**config.mk**
```make
export PLATFORM = sky130hd
export DESIGN_NAME = wm8731_i2c_slave
export DESIGN_NICKNAME = d
export VERILOG_FILES = /design/src/rtl/wm8731_pkg.sv /design/src/rtl/i2c_bus_sync.sv /design/src/rtl/wm8731_i2c_slave.sv
export SDC_FILE = /design/constraint.sdc
export NUM_CORES = 1
export LEC_CHECK = 0
export CAP_MARGIN = 10
export CELL_PAD_IN_SITES_DETAIL_PLACEMENT = 1
export CELL_PAD_IN_SITES_GLOBAL_PLACEMENT = 2
export CORE_ASPECT_RATIO = 1.5
export CORE_MARGIN = 2
export CORE_UTILIZATION = 35
export CTS_CLUSTER_SIZE = 8
export DETAILED_ROUTE_END_ITERATION = 8
export PLACE_DENSITY = 0.82
export SETUP_SLACK_MARGIN = 0.1
export SYNTH_ARGS = -nofsm -noshare
export SYNTH_HDL_FRONTEND = slang
export SYNTH_SLANG_ARGS = --single-unit
```
**constraint.sdc**
```tcl
create_clock -name sys_clk50MHz -period 1.95 [get_ports sys_clk50MHz]
set_clock_uncertainty 0.05 [all_clocks]
set_input_delay 0.39 -clock sys_clk50MHz [delete_from_list [all_inputs] [get_ports sys_clk50MHz]]
set_output_delay 0.39 -clock sys_clk50MHz [all_outputs]
set_load 0.01 [all_outputs]
```
**src/rtl/wm8731_pkg.sv**
```systemverilog
// wm8731_pkg
// Shared definitions for the WM8731 control-port responder: I2C receive
// state encoding, the default device address, codec register map and the
// register address/data widths of the 16-bit control word.
package wm8731_pkg;

    localparam int WM8731_ADDR_W = 7;
    localparam int WM8731_DATA_W = 9;

    // Device address with CSB tied low.
    localparam logic [6:0] WM8731_DEV_ADDR = 7'h1A;

    localparam logic [6:0] WM8731_REG_LLINE  = 7'h00;
    localparam logic [6:0] WM8731_REG_RLINE  = 7'h01;
    localparam logic [6:0] WM8731_REG_LHP    = 7'h02;
    localparam logic [6:0] WM8731_REG_RHP    = 7'h03;
    localparam logic [6:0] WM8731_REG_APATH  = 7'h04;
    localparam logic [6:0] WM8731_REG_DPATH  = 7'h05;
    localparam logic [6:0] WM8731_REG_PWR    = 7'h06;
    localparam logic [6:0] WM8731_REG_DAIF   = 7'h07;
    localparam logic [6:0] WM8731_REG_SRATE  = 7'h08;
    localparam logic [6:0] WM8731_REG_ACTIVE = 7'h09;
    localparam logic [6:0] WM8731_REG_RESET  = 7'h0F;

    typedef enum logic [2:0] {
        ST_IDLE   = 3'd0,
        ST_ADDR   = 3'd1,
        ST_ACK_A  = 3'd2,
        ST_BYTE1  = 3'd3,
        ST_ACK_1  = 3'd4,
        ST_BYTE2  = 3'd5,
        ST_ACK_2  = 3'd6,
        ST_IGNORE = 3'd7
    } i2c_state_e;

endpackage

```
**src/rtl/i2c_bus_sync.sv**
```systemverilog
// i2c_bus_sync
// Brings the asynchronous SCL/SDA pins into the system clock domain and
// derives bus events from a one-cycle history of the synchronised levels.
// Ports:
//   clk_sys, rst_n        system clock, async active-low reset
//   scl_i, sda_i          raw bus pins
//   sda_s                 synchronised SDA level
//   scl_rise, scl_fall    one-cycle SCL edge indications
//   start_det, stop_det   one-cycle START / STOP indications
module i2c_bus_sync #(
    parameter int SYNC_STAGES = 2
) (
    input  logic clk_sys,
    input  logic rst_n,
    input  logic scl_i,
    input  logic sda_i,
    output logic sda_s,
    output logic scl_rise,
    output logic scl_fall,
    output logic start_det,
    output logic stop_det
);

    logic [SYNC_STAGES-1:0] scl_sync_q, scl_sync_d;
    logic [SYNC_STAGES-1:0] sda_sync_q, sda_sync_d;
    logic                   scl_hist_q, scl_hist_d;
    logic                   sda_hist_q, sda_hist_d;
    logic                   scl_s;

    always_comb begin
        scl_sync_d = {scl_sync_q[SYNC_STAGES-2:0], scl_i};
        sda_sync_d = {sda_sync_q[SYNC_STAGES-2:0], sda_i};
        scl_hist_d = scl_sync_q[SYNC_STAGES-1];
        sda_hist_d = sda_sync_q[SYNC_STAGES-1];
    end

    // Reset to the idle-bus level so leaving reset never fabricates an edge.
    always_ff @(posedge clk_sys or negedge rst_n) begin
        if (!rst_n) begin
            scl_sync_q <= '1;
            sda_sync_q <= '1;
            scl_hist_q <= 1'b1;
            sda_hist_q <= 1'b1;
        end else begin
            scl_sync_q <= scl_sync_d;
            sda_sync_q <= sda_sync_d;
            scl_hist_q <= scl_hist_d;
            sda_hist_q <= sda_hist_d;
        end
    end

    assign scl_s     = scl_sync_q[SYNC_STAGES-1];
    assign sda_s     = sda_sync_q[SYNC_STAGES-1];
    assign scl_rise  = scl_s & ~scl_hist_q;
    assign scl_fall  = ~scl_s & scl_hist_q;
    // SCL must be high in both samples so an SDA change at an SCL edge is
    // not mistaken for a bus condition.
    assign start_det = scl_s & scl_hist_q & ~sda_s & sda_hist_q;
    assign stop_det  = scl_s & scl_hist_q & sda_s & ~sda_hist_q;

endmodule

```
**src/rtl/wm8731_i2c_slave.sv**
```systemverilog
// wm8731_i2c_slave
// Write-only I2C responder modelling the WM8731 control port. Receives
// START, device address, then two bytes forming {reg_addr[6:0], data[8:0]},
// acknowledges each, and emits a one-cycle write strobe.
// Optional build macro: WM8731_REGFILE_EN adds a 16x9 shadow register file
// (write to RESET clears it) readable through rf_rd_addr/rf_rd_data.
// Ports:
//   sys_clk50MHz, sys_rst_n  system clock (>= 8x SCL), async active-low reset
//   scl_i, sda_i             asynchronous bus pins
//   sda_oe                   1 pulls SDA low
//   reg_wr                   one-cycle write strobe
//   reg_addr, reg_data       last written word, held between strobes
//   busy                     addressed frame in progress (until STOP)
//   err_frame                pulse on STOP before the word completed
//   rf_rd_addr, rf_rd_data   shadow read port (zero when not built)
//
// state     | meaning
// ----------+-------------------------------------------------
// IDLE      | bus free or frame finished
// ADDR      | shifting in address + R/W bit
// ACK_A     | driving ACK for the address byte
// BYTE1     | shifting in {reg_addr, data[8]}
// ACK_1     | driving ACK for byte 1
// BYTE2     | shifting in data[7:0]
// ACK_2     | driving ACK for byte 2
// IGNORE    | not addressed, read request, or surplus bytes
module wm8731_i2c_slave
    import wm8731_pkg::*;
#(
    parameter logic [6:0] DEV_ADDR    = WM8731_DEV_ADDR,
    parameter int         SYNC_STAGES = 2
) (
    input  logic                     sys_clk50MHz,
    input  logic                     sys_rst_n,
    input  logic                     scl_i,
    input  logic                     sda_i,
    output logic                     sda_oe,
    output logic                     reg_wr,
    output logic [WM8731_ADDR_W-1:0] reg_addr,
    output logic [WM8731_DATA_W-1:0] reg_data,
    output logic                     busy,
    output logic                     err_frame,
    input  logic [3:0]               rf_rd_addr,
    output logic [WM8731_DATA_W-1:0] rf_rd_data
);

    logic sda_s, scl_rise, scl_fall, start_det, stop_det;

    i2c_bus_sync #(
        .SYNC_STAGES(SYNC_STAGES)
    ) u_bus_sync (
        .clk_sys   (sys_clk50MHz),
        .rst_n     (sys_rst_n),
        .scl_i     (scl_i),
        .sda_i     (sda_i),
        .sda_s     (sda_s),
        .scl_rise  (scl_rise),
        .scl_fall  (scl_fall),
        .start_det (start_det),
        .stop_det  (stop_det)
    );

    i2c_state_e               state_q, state_d;
    logic [2:0]               bit_cnt_q, bit_cnt_d;
    logic [7:0]               shift_q, shift_d;
    logic [7:0]               byte1_q, byte1_d;
    logic                     sda_oe_q, sda_oe_d;
    logic                     busy_q, busy_d;
    logic                     err_frame_q, err_frame_d;
    logic                     wr_pend_q, wr_pend_d;
    logic                     reg_wr_q, reg_wr_d;
    logic [WM8731_ADDR_W-1:0] reg_addr_q, reg_addr_d;
    logic [WM8731_DATA_W-1:0] reg_data_q, reg_data_d;
    logic [7:0]               rx_byte;

    always_comb begin
        state_d     = state_q;
        bit_cnt_d   = bit_cnt_q;
        shift_d     = shift_q;
        byte1_d     = byte1_q;
        sda_oe_d    = sda_oe_q;
        busy_d      = busy_q;
        err_frame_d = 1'b0;
        wr_pend_d   = 1'b0;
        reg_wr_d    = wr_pend_q;
        reg_addr_d  = reg_addr_q;
        reg_data_d  = reg_data_q;
        rx_byte     = {shift_q[6:0], sda_s};

        // Byte 2 is still in the shifter the cycle after its last bit.
        if (wr_pend_q) begin
            reg_addr_d = byte1_q[7:1];
            reg_data_d = {byte1_q[0], shift_q};
        end

        if (start_det) begin
            state_d   = ST_ADDR;
            bit_cnt_d = '0;
            sda_oe_d  = 1'b0;
        end else if (stop_det) begin
            state_d     = ST_IDLE;
            sda_oe_d    = 1'b0;
            busy_d      = 1'b0;
            err_frame_d = (state_q == ST_BYTE1) || (state_q == ST_ACK_1) ||
                          (state_q == ST_BYTE2);
        end else begin
            case (state_q)
                ST_ADDR, ST_BYTE1, ST_BYTE2: begin
                    if (scl_rise) begin
                        shift_d   = rx_byte;
                        bit_cnt_d = bit_cnt_q + 3'd1;
                        if (bit_cnt_q == 3'd7) begin
                            if (state_q == ST_ADDR) begin
                                if (rx_byte[7:1] == DEV_ADDR && !rx_byte[0]) begin
                                    state_d = ST_ACK_A;
                                    busy_d  = 1'b1;
                                end else begin
                                    state_d = ST_IGNORE;
                                end
                            end else if (state_q == ST_BYTE1) begin
                                byte1_d = rx_byte;
                                state_d = ST_ACK_1;
                            end else begin
                                wr_pend_d = 1'b1;
                                state_d   = ST_ACK_2;
                            end
                        end
                    end
                end
                // First SCL fall in an ACK state ends bit 8 and starts driving;
                // the next one ends the 9th clock and releases SDA.
                ST_ACK_A, ST_ACK_1, ST_ACK_2: begin
                    if (scl_fall) begin
                        sda_oe_d = !sda_oe_q;
                        if (sda_oe_q) begin
                            state_d = (state_q == ST_ACK_A) ? ST_BYTE1 :
                                      (state_q == ST_ACK_1) ? ST_BYTE2 : ST_IGNORE;
                        end
                    end
                end
                default: ;
            endcase
        end
    end

    always_ff @(posedge sys_clk50MHz or negedge sys_rst_n) begin
        if (!sys_rst_n) begin
            state_q     <= ST_IDLE;
            bit_cnt_q   <= '0;
            shift_q     <= '0;
            byte1_q     <= '0;
            sda_oe_q    <= 1'b0;
            busy_q      <= 1'b0;
            err_frame_q <= 1'b0;
            wr_pend_q   <= 1'b0;
            reg_wr_q    <= 1'b0;
            reg_addr_q  <= '0;
            reg_data_q  <= '0;
        end else begin
            state_q     <= state_d;
            bit_cnt_q   <= bit_cnt_d;
            shift_q     <= shift_d;
            byte1_q     <= byte1_d;
            sda_oe_q    <= sda_oe_d;
            busy_q      <= busy_d;
            err_frame_q <= err_frame_d;
            wr_pend_q   <= wr_pend_d;
            reg_wr_q    <= reg_wr_d;
            reg_addr_q  <= reg_addr_d;
            reg_data_q  <= reg_data_d;
        end
    end

    assign sda_oe    = sda_oe_q;
    assign busy      = busy_q;
    assign err_frame = err_frame_q;
    assign reg_wr    = reg_wr_q;
    assign reg_addr  = reg_addr_q;
    assign reg_data  = reg_data_q;

`ifdef WM8731_REGFILE_EN
    logic [WM8731_DATA_W-1:0] shadow_q [16];
    logic [WM8731_DATA_W-1:0] shadow_d [16];

    always_comb begin
        shadow_d = shadow_q;
        if (reg_wr_q) begin
            if (reg_addr_q == WM8731_REG_RESET) begin
                for (int i = 0; i < 16; i++) shadow_d[i] = '0;
            end else if (reg_addr_q[6:4] == 3'd0) begin
                shadow_d[reg_addr_q[3:0]] = reg_data_q;
            end
        end
    end

    always_ff @(posedge sys_clk50MHz or negedge sys_rst_n) begin
        if (!sys_rst_n) begin
            for (int i = 0; i < 16; i++) shadow_q[i] <= '0;
        end else begin
            shadow_q <= shadow_d;
        end
    end

    assign rf_rd_data = shadow_q[rf_rd_addr];
`else
    logic unused_rf_rd_addr;
    assign unused_rf_rd_addr = ^rf_rd_addr;
    assign rf_rd_data        = '0;
`endif

endmodule

```
==> flow_metrics.tcl <==
set metrics [dict create \
    finalSetupTns_ns 0 \
    drc 0 \
    h-tree-depth 2 \
    p_int_w 0.001497 \
    maxSlewViolCount 0 \
    tightest_slew_ns 0.5075 \
    crit_type "flip-flop to flip-flop" \
    antennaDiodeCount 0 \
    dp_hpwl_um 2852 \
    vdd_ir_drop_max_mv 0.3163 \
    status "finished, final reports clean" \
    sw_frac_of_total_pct 25.98 \
    wl_per_cell_um 16.00 \
    final_hold_viol_count 0 \
    whs_endpoint "u_bus_sync.scl_sync_q[1]$_DFF_PN1_" \
    area.growth.synth_to_final_pct 18.68 \
    slew_headroom_pct 65.69 \
    endpoint_kind "flip-flop" \
    synth_top_area_share_pct 51.65 \
    clkLatencyLatePin_ns 0.30 \
    ioPinCount 37 \
    r2r-end "byte1_q[5]$_DFFE_PN0P_" \
    instances_no_fill 251 \
    worst_setup_path_start_kind "flip-flop" \
    grt_pass1_vias 1335 \
    ys_types 36 \
    final_common_cell "dfrtp_1" \
    yosysTopAreaCell "dfrtp_1" \
    post-place-cells 242 \
    critPathSlowestCell "dfstp_2" \
    synth.avg_cell_area_um2 13.98 \
    place_area_um2 2357 \
    final_area_um2 2472 \
    post_cts_buffers 0 \
    cp_num_buf_inv 0 \
    crit_family "flip-flops" \
    pwr-share-seq_pct 57.4 \
    drt_first_pass_iters 4 \
    clk_pin_slew_ns 0.09 \
    die_w_um 66.99 \
    period_share_pct 87.55 \
    required_ns 2.09 \
    power_switching_w 0.0005254 \
    cp_slowest_stage_delay_ns 0.59 \
    layout_setup_ws_ns 0.2427 \
    die_y_um 98.49 \
    grt_max_degree 21 \
    cts_buffers 5 \
    dr.first_iter.drc_count 34 \
    cts_root_buf "clkbuf_8" \
    whs_path_depth 0 \
    p_leak_nw 1.142 \
    ant_nets 0 \
    comb_power_share_pct 9.2 \
    io_buffers 23 \
    worstPathMaxFanout 8 \
    avgViaCountPerCell 4.873 \
    ys_ff_latch 49 \
    place_ws_ns 0.2480 \
    clock-sinks 49 \
    die_area_um2 6598 \
    drive_above_1_share_pct 31.84 \
    synthCells 149 \
    grt_remaining_overflow 0 \
    timing.fmax_mhz 585.7 \
    clock_path_buffers 2 \
    r2r_cells 4 \
    r2r_slack_ns 0.24 \
    antenna_found_initial 0 \
    core_area_um2 5786 \
    num_vias 1223 \
    wirelength_um 4015 \
    crit_chain "nor2b_4 > nand3_2 > nor2_4 > mux2_2" \
    synth_seq_area_share_pct 59.22 \
    power.density_nw_per_um2 818.0 \
    hp-start "u_bus_sync.scl_sync_q[0]$_DFF_PN1_" \
    rows 34 \
    regToRegStartpoint "u_bus_sync.scl_sync_q[1]$_DFF_PN1_" \
    final_cell_mix "43 x dfrtp_1, 29 x mux2_2, 22 x clkdlybuf4s50_1, 9 x conb_1, 7 x clkbuf_8" \
    pwr-share-clk_pct 33.4 \
    setup_viol 0 \
    finalNetCount 189 \
    grt_usage_pct 13.85 \
    initial_utilization_pct 36.01 \
    cp.arrival_ns 1.85 \
    min_path_type "flip-flop to flip-flop" \
    ys_warn_count 0 \
    tritoncts "built" \
    gp_congestion 0.8313 \
    cap_violations 0 \
    grt_first_pass_wirelength_um 6789 \
    rsz0062_at_grt "no" \
    ys_top_cells_by_area "dfrtp_1 52%, mux2_2 16%, dfstp_2 7.6%, buf_4 3.6%, mux2_4 2.2%" \
    post-route-min-period_ns 1.707 \
    syn_area_um2 2083 \
]
-- registers in the layout, indices dropped and copies added, names as in the netlist, 2 cells and up --
signal / count
shift_q: 8
byte1_q: 8
reg_addr: 7
bit_cnt_q: 3
state_q: 3
u_bus_sync.sda_sync_q: 2
u_bus_sync.scl_sync_q: 2
reg_data: 9
-- synthesized netlist by cell type, drive strengths merged --
master / instances
a21bo: 1
a21oi: 1
a31oi: 2
and2: 1
and3: 1
and4b: 1
buf: 14
conb: 1
dfrtp: 43
dfstp: 6
ha: 3
inv: 3
mux2: 32
mux2i: 1
nand2: 3
nand2b: 2
nand3: 6
nand3b: 2
nand4b: 2
nor2: 5
nor2b: 1
nor3: 3
nor3b: 1
nor4b: 1
nor4bb: 2
o21ai: 6
o21bai: 1
o22ai: 2
xnor2: 1
xor2: 1
-- layer usage --
metal	global-route usage, %	wire length [um]	up-vias
li1	-	-	562
met1	16.06	1642	635
met2	24.00	2183	21
met3	2.968	124	5
met4	6.122	64	0
met5	0	0	-
-- worst register-to-register path, delay by kind of cell (launching register included) --
family | cells | cell delay [ns]
flops | 1 | 0.59
simple gates | 3 | 0.58
mux | 1 | 0.38
-- worst max path at each step --
stage / start / endpoint / slack [ns] / cells past startpoint
floorplan: u_bus_sync.scl_sync_q[1]$_DFF_PN1_ / byte1_q[0]$_DFFE_PN0P_ / 0.41 / 4
global placement: u_bus_sync.scl_sync_q[1]$_DFF_PN1_ / byte1_q[2]$_DFFE_PN0P_ / 0.29 / 4
detailed placement: u_bus_sync.scl_sync_q[1]$_DFF_PN1_ / byte1_q[1]$_DFFE_PN0P_ / 0.25 / 4
CTS: u_bus_sync.scl_sync_q[1]$_DFF_PN1_ / byte1_q[5]$_DFFE_PN0P_ / 0.23 / 4
global route: u_bus_sync.scl_sync_q[1]$_DFF_PN1_ / byte1_q[5]$_DFFE_PN0P_ / 0.18 / 4
finish: u_bus_sync.scl_sync_q[1]$_DFF_PN1_ / byte1_q[5]$_DFFE_PN0P_ / 0.24 / 4
-- power groups by stage --
| stage | Sequential, W | Clock, W | Combinational, W |
|---|---|---|---|
| after floorplan | 0.00114 | 0 | 0.000167 |
| after global placement | 0.00117 | 0 | 0.000174 |
| after detailed placement | 0.00118 | 0 | 0.000184 |
| after CTS | 0.00116 | 0.000701 | 0.000190 |
| after global routing | 0.00117 | 0.000740 | 0.000216 |
| final | 0.00116 | 0.000676 | 0.000186 |
-- logic make-up (layout without fill, tap and decap cells) --
group	count (synthesis)	count (layout)	synth area share, %
simple gates	31	31	10.51
flops	49	49	59.22
other cells	1	9	0.1800
mux	33	33	18.32
compound gates	13	13	3.724
buf+inv	17	39	5.405
fa+ha+maj	3	3	1.802
xor+xnor	2	2	0.8410
-- area by class of cell --
cell class	instances	area [um2]
clock buffers	7	96.34
fillers	638	3313
repair buffers	28	265.3
well taps	72	90.09
multi-input cells	91	767.0
flip-flops and latches	49	1234
clock inverters	1	8.758
inverters	3	11.26
-- what timing repair did --
action                    4_1_cts  5_1_grt
hold buffers                    1        0
hold endpoints to repair        9        0
gates resized for setup         0        0
-- metrics by stage --
stage               util (%)  hold WS [ns]  total power, W
floorplan                  -       0.04441        0.001306
global placement       40.74        0.2776        0.001345
detailed placement     40.74        0.2828        0.001361
CTS                    42.73        0.3128        0.002051
global route           42.73        0.3174        0.002130
finish                 42.73        0.3094        0.002022
Note: power is estimated with default switching activity, not from simulation.
